<file path="src/rtl/flash_arb_pkg.sv">
// rtl/flash_arb_pkg.sv - shared state type, requester indices and idle pin values for the flash bus arbiter
package flash_arb_pkg;

    typedef enum logic [1:0] {
        ST_IDLE = 2'd0,
        ST_OWN0 = 2'd1,
        ST_OWN1 = 2'd2,
        ST_TURN = 2'd3
    } arb_state_e;

    localparam int REQ_SPI  = 0;
    localparam int REQ_QSPI = 1;

    localparam logic       IDLE_SCK  = 1'b0;
    localparam logic       IDLE_CS   = 1'b1;
    localparam logic [3:0] IDLE_DATA = 4'b0000;
    localparam logic [3:0] IDLE_OE   = 4'b0000;

endpackage

</file>
<file path="src/rtl/flash_arb_cnt.sv">
// rtl/flash_arb_cnt.sv - loadable down-counter that holds at zero and flags it
module flash_arb_cnt #(
    parameter int WIDTH = 8
) (
    input  logic             clk_i,
    input  logic             load_i,
    input  logic [WIDTH-1:0] load_val_i,
    input  logic             en_i,
    output logic             zero_o
);

    logic [WIDTH-1:0] cnt_q;

    always_ff @(posedge clk_i) begin
        if (load_i) begin
            cnt_q <= load_val_i;
        end else if (en_i && (cnt_q != '0)) begin
            cnt_q <= cnt_q - 1'b1;
        end
    end

    assign zero_o = (cnt_q == '0);

endmodule

</file>
<file path="src/rtl/flash_bus_arbiter.sv">
// rtl/flash_bus_arbiter.sv - shares the serial flash between SPI master and QSPI controller; FLASH_ARB_TIMEOUT_EN enables grant revoke
module flash_bus_arbiter
    import flash_arb_pkg::*;
#(
    parameter int TURN_CYCLES    = 4,
    parameter int TIMEOUT_CYCLES = 4096
) (
    input  logic       iCLK,
    input  logic       iRESET,
    input  logic [1:0] iREQ,
    output logic [1:0] oGNT,
    input  logic       iSPI_SCK,
    input  logic       iSPI_MOSI,
    input  logic       iSPI_CS,
    input  logic       iQSPI_DCLK,
    input  logic       iQSPI_NCS,
    input  logic [3:0] iQSPI_DATAOUT,
    input  logic [3:0] iQSPI_DATAOE,
    output logic       oFLASH_SCK,
    output logic       oFLASH_CS,
    output logic [3:0] oFLASH_DATA,
    output logic [3:0] oFLASH_OE,
    output logic       oBUSY,
    output logic       oTIMEOUT
);

    arb_state_e state_q, state_d;
    logic       rr_q, rr_d;
    logic [1:0] gnt_q;
    logic       busy_q;
    logic       sck_q, cs_q;
    logic [3:0] data_q, oe_q;
    logic [1:0] req_eff;
    logic       revoke;
    logic       turn_zero, turn_load;

    assign turn_load = iRESET || ((state_d == ST_TURN) && (state_q != ST_TURN));

    flash_arb_cnt #(.WIDTH(8)) u_turn_cnt (
        .clk_i      (iCLK),
        .load_i     (turn_load),
        .load_val_i (8'(TURN_CYCLES - 1)),
        .en_i       (state_q == ST_TURN),
        .zero_o     (turn_zero)
    );

`ifdef FLASH_ARB_TIMEOUT_EN
    logic [1:0] blk_q;
    logic       timeout_q;
    logic       to_zero;
    logic       to_load;

    assign to_load = iRESET || ((state_q == ST_IDLE) && (state_d != ST_IDLE));

    flash_arb_cnt #(.WIDTH(16)) u_to_cnt (
        .clk_i      (iCLK),
        .load_i     (to_load),
        .load_val_i (16'(TIMEOUT_CYCLES - 1)),
        .en_i       ((state_q == ST_OWN0) || (state_q == ST_OWN1)),
        .zero_o     (to_zero)
    );

    // A revoked requester stays masked until it lets go of its request once.
    assign req_eff  = iREQ & ~blk_q;
    assign revoke   = to_zero &&
                      (((state_q == ST_OWN0) && iREQ[REQ_SPI]  && req_eff[REQ_QSPI]) ||
                       ((state_q == ST_OWN1) && iREQ[REQ_QSPI] && req_eff[REQ_SPI]));
    assign oTIMEOUT = timeout_q;

    always_ff @(posedge iCLK) begin
        if (iRESET) begin
            blk_q     <= 2'b00;
            timeout_q <= 1'b0;
        end else begin
            timeout_q <= revoke;
            blk_q     <= blk_q & iREQ;
            if (revoke) begin
                blk_q[state_q == ST_OWN1] <= 1'b1;
            end
        end
    end
`else
    assign req_eff  = iREQ;
    assign revoke   = 1'b0;
    assign oTIMEOUT = 1'b0;
`endif

    always_comb begin
        state_d = state_q;
        rr_d    = rr_q;
        case (state_q)
            ST_IDLE: begin
                if (req_eff == 2'b11) begin
                    state_d = rr_q ? ST_OWN1 : ST_OWN0;
                    rr_d    = ~rr_q;
                end else if (req_eff[REQ_SPI]) begin
                    state_d = ST_OWN0;
                    rr_d    = 1'b1;
                end else if (req_eff[REQ_QSPI]) begin
                    state_d = ST_OWN1;
                    rr_d    = 1'b0;
                end
            end
            ST_OWN0: if (!iREQ[REQ_SPI] || revoke)  state_d = ST_TURN;
            ST_OWN1: if (!iREQ[REQ_QSPI] || revoke) state_d = ST_TURN;
            ST_TURN: if (turn_zero)                 state_d = ST_IDLE;
            default:                                state_d = ST_TURN;
        endcase
        if (revoke) begin
            rr_d = (state_q == ST_OWN0);
        end
    end

    // Pins follow the next state so grant, CS release and data hand-over land on the same edge.
    always_ff @(posedge iCLK) begin
        if (iRESET) begin
            state_q <= ST_TURN;
            rr_q    <= 1'b0;
            gnt_q   <= 2'b00;
            busy_q  <= 1'b1;
            sck_q   <= IDLE_SCK;
            cs_q    <= IDLE_CS;
            data_q  <= IDLE_DATA;
            oe_q    <= IDLE_OE;
        end else begin
            state_q         <= state_d;
            rr_q            <= rr_d;
            gnt_q[REQ_SPI]  <= (state_d == ST_OWN0);
            gnt_q[REQ_QSPI] <= (state_d == ST_OWN1);
            busy_q          <= (state_d != ST_IDLE);
            case (state_d)
                ST_OWN0: begin
                    sck_q  <= iSPI_SCK;
                    cs_q   <= iSPI_CS;
                    data_q <= {2'b11, 1'b0, iSPI_MOSI};
                    oe_q   <= 4'b1101;
                end
                ST_OWN1: begin
                    sck_q  <= iQSPI_DCLK & ~iQSPI_NCS;
                    cs_q   <= iQSPI_NCS;
                    data_q <= iQSPI_DATAOUT;
                    oe_q   <= iQSPI_DATAOE & {4{~iQSPI_NCS}};
                end
                default: begin
                    sck_q  <= IDLE_SCK;
                    cs_q   <= IDLE_CS;
                    data_q <= IDLE_DATA;
                    oe_q   <= IDLE_OE;
                end
            endcase
        end
    end

    assign oGNT        = gnt_q;
    assign oBUSY       = busy_q;
    assign oFLASH_SCK  = sck_q;
    assign oFLASH_CS   = cs_q;
    assign oFLASH_DATA = data_q;
    assign oFLASH_OE   = oe_q;

endmodule

</file>
<file path="config.mk">
export PLATFORM = sky130hd
export DESIGN_NAME = flash_bus_arbiter
export DESIGN_NICKNAME = d
export VERILOG_FILES = /design/src/rtl/flash_arb_pkg.sv /design/src/rtl/flash_arb_cnt.sv /design/src/rtl/flash_bus_arbiter.sv
export SDC_FILE = /design/constraint.sdc
export NUM_CORES = 1
export LEC_CHECK = 0
export CAP_MARGIN = 25
export CORE_MARGIN = 1.5
export CORE_UTILIZATION = 45
export CTS_CLUSTER_DIAMETER = 50
export DETAILED_ROUTE_END_ITERATION = 10
export GPL_ROUTABILITY_DRIVEN = 1
export PLACE_DENSITY = 0.76
export SETUP_SLACK_MARGIN = 0.1
export SLEW_MARGIN = 20
export SYNTH_ARGS = -nofsm -noshare
export SYNTH_HDL_FRONTEND = slang
export SYNTH_SLANG_ARGS = --single-unit
</file>
<file path="constraint.sdc">
create_clock -name iCLK -period 3.6 [get_ports iCLK]
set_clock_uncertainty 0.15 [all_clocks]
set_input_delay 0.9 -clock iCLK [delete_from_list [all_inputs] [get_ports iCLK]]
set_output_delay 0.9 -clock iCLK [all_outputs]
set_load 0.01 [all_outputs]
</file>
==> results.md <==
* Outcome: finished clean
* Critical Path Start Type: register
* Share of the core filled with cells at 62.8%
* Critical Path Source: u_turn_cnt.cnt_q[0]$_SDFFE_PP1P_
* CTS Root Cell: clkbuf_4
* CTS tree: done
* CP arrival at 3.11 ns
* Total grt overflow at 0
* RR Endpoint: oFLASH_CS$_SDFF_PP1_
* Static leakage at 0.000530 uW
* Clk sinks at 24
* Core ar. at 0.00219 mm2
* Met1 capacity usage during global routing at 19.4%
* Top Ports at 31
* Post-route antenna net violation count at 0
* First-pass GRT wire length at 3590 um
* Hold Path End: u_turn_cnt.cnt_q[7]$_SDFFE_PP0P_
* Mapped Area at 0.00103 mm2
* Fmax at 328 MHz
* Initial Util at 47.0%
* Worst-Skew Late Latency at 0.31 ns
* Number of core rows at 17
* Total GRT Usage at 18.7%
* Post-synthesis cell type count at 35
* Worst hold path type: register to register
* Initial antenna violation count at 0
* Beginning of the worst hold path: u_turn_cnt.cnt_q[7]$_SDFFE_PP0P_
* Placed Area at 0.00132 mm2
* Worst path cell trace: inv_1 -> ha_1 -> or4b_1 -> nand2b_4 -> o22ai_1 -> inv_1 -> ha_1 -> or2_2 -> a221o_1
* Average wire per standard cell at 13.1 um
* Synth area leader: dfxtp_1
* Setup violations, final at 0
* R2R Setup Slk at 0.55 ns
* Worst hold margin at 0.363 ns
* RSZ-0062 raised after global routing: false
* Die Y at 50.8 um
* Crit-path slowest cell: or4b_1
* Clock buffer depth at 2
* Post-route setup TNS at 0 ns
* Largest net degree at the start of global routing at 15
* Reg-to-reg critical path startpoint: u_turn_cnt.cnt_q[0]$_SDFFE_PP1P_
* Number of H-tree levels at 1
* Inserted Diodes at 0
* Most frequent cells in the layout: clkdlybuf4s50_1, dfxtp_1, nor2_1
* Busiest grt layer: met2
* Pwr/cell area at 562 mW/mm2
* CP peak stage delay at 0.56 ns
* Multi-input gate area at 503 um2
* CTS buffer count at 3
* YS warnings at 0
* Crit Path Class: register to register
* Fraction of layout cells with a size suffix above 1 at 5.67%
* Filler Cell Count at 186
* Die Area at 0.00258 mm2
* DP HPWL at 1680 um
* Hold buffer count at CTS at 0
* Critical Path RT at 3.66 ns
* FF/Latch Area at 480 um2
* Hold Crit Depth at 2
* Synth Register Bits at 24
* Syn Area/Cell at 9.11 um2
* Met3 GRT Util at 5.26%
* Synthesized instance count at 113
* RePlAce Congestion at 0.819
* Most common cell after layout, fill and taps aside: clkdlybuf4s50_1
* VDD IR max at 0.303 mV
* Post-route cell area at 0.00138 mm2
* Via/cell ratio at 5.11
* CP Capture Type: register
* Final wirelength at 2210 um
* P&R area growth vs syn at 33.7%
* Synth top area share at 46.7%
* Final nets at 165
* Max FO, Critical Path at 9
* DRT Pass-1 Iters at 4
* R2R cell count at 9
* Clk pin slew, worst setup/hold paths at 0.14 ns
* Fin. Hold Viols at 0
* Via count at 864
* Max-cap violations at 0
* PortBufs at 29
* Period minus WS final at 3.05 ns
* Dominant cells by area after synthesis: dfxtp_1, ha_1, nor2_1, a21oi_1, nand2_1
* Fin crit share at 84.7%
* Seq/Total Area, Yosys at 46.7%
* DIE WIDTH at 50.8 um
* M2 GR Usage at 35.3%
* DRC viols at 0
* Resize count post-CTS at 0
* Synth Net Count at 136
* Number of global-route vias before repair at 889
* Initial drt markers at 18
* Post-CTS setup buffers at 0
* Final Max Tran Viols at 0
==> worst max-delay path, delay by kind of cell (launching register included) <==
family	cells	cell delay, ns
and+or+nand+nor	3	1.13
AOI/OAI and AO/OA	2	0.59
adders and majority gates	2	0.49
DFF	1	0.35
buffers and inverters	2	0.24
==> registers in the layout, indices dropped and copies added, names as in the netlist <==
register,flops
oBUSY,1
oFLASH_CS,1
oFLASH_DATA,4
oFLASH_OE,4
oFLASH_SCK,1
oGNT,2
rr_q,1
state_q,2
u_turn_cnt.cnt_q,8
==> power breakdown <==
group,internal (uW),switching [uW]
clock,112,80.2
sequential,301,27.6
combinational,115,137
==> synthesized netlist by cell type <==
master,number
nor3_1,3
o21ai_2,1
o21ai_0,3
nand2_1,7
xor2_1,2
conb_1,1
or3_1,3
o22a_1,1
clkbuf_1,2
nand2b_1,3
o211ai_1,3
nor4_1,1
buf_6,1
a311oi_1,1
or2_2,2
nand2b_4,1
ha_1,6
a21oi_1,11
inv_1,4
xnor2_1,2
or4b_1,1
nor2b_1,3
nor2_1,15
o31ai_1,1
buf_2,1
or2_1,1
buf_4,1
o22ai_1,1
dfxtp_1,24
a21o_1,1
or4_1,1
a22oi_1,2
o21a_1,1
a221o_1,1
and2_1,1
==> routing by layer <==
layer	share of wire, %	up-vias	wire, um
met5	0	-	0
met4	0.50	0	11
met3	5.7	2	125
met2	52	22	1160
met1	41	401	915
li1	-	439	-
==> kinds of logic (layout without fill, tap and decap cells) <==
group	Yosys count	in the layout	share of synthesized area, %
compound gates	27	27	16.8
simple gates	42	42	21.0
buf+inv	9	37	4.50
other cells	1	1	0.364
xor+xnor	4	4	3.40
flops	24	24	46.7
fa+ha+maj	6	6	7.29
==> stage by stage <==
stage | setup slack, ns | power (uW) | cells
2_1_floorplan | 0.729 | 507 | 113
3_5_place_dp | 0.438 | 586 | 165
3_3_place_gp | 0.555 | 570 | 165
6_report | 0.552 | 774 | 169
5_1_grt | 0.387 | 829 | 169
4_1_cts | 0.550 | 777 | 169
==> layout make-up <==
class	count	area share [%]
Clock inverter	1	2.18
Multi-Input combinational cell	80	36.5
Sequential cell	24	34.9
Inverter	4	1.09
Clock buffer	3	1.64
Timing Repair Buffer	29	21.1
Tap cell	28	2.55
==> how the worst max path moves through the flow <==
stage                           end  slack [ns]  depth (start not counted)
3_5_place_dp   oFLASH_CS$_SDFF_PP1_        0.44                          8
2_1_floorplan  oFLASH_CS$_SDFF_PP1_        0.73                         11
6_report       oFLASH_CS$_SDFF_PP1_        0.55                          9
3_3_place_gp   oFLASH_CS$_SDFF_PP1_        0.55                          7
4_1_cts        oFLASH_CS$_SDFF_PP1_        0.55                          9
5_1_grt        oFLASH_CS$_SDFF_PP1_        0.39                          9
Note: power is estimated with default switching activity, not from simulation.
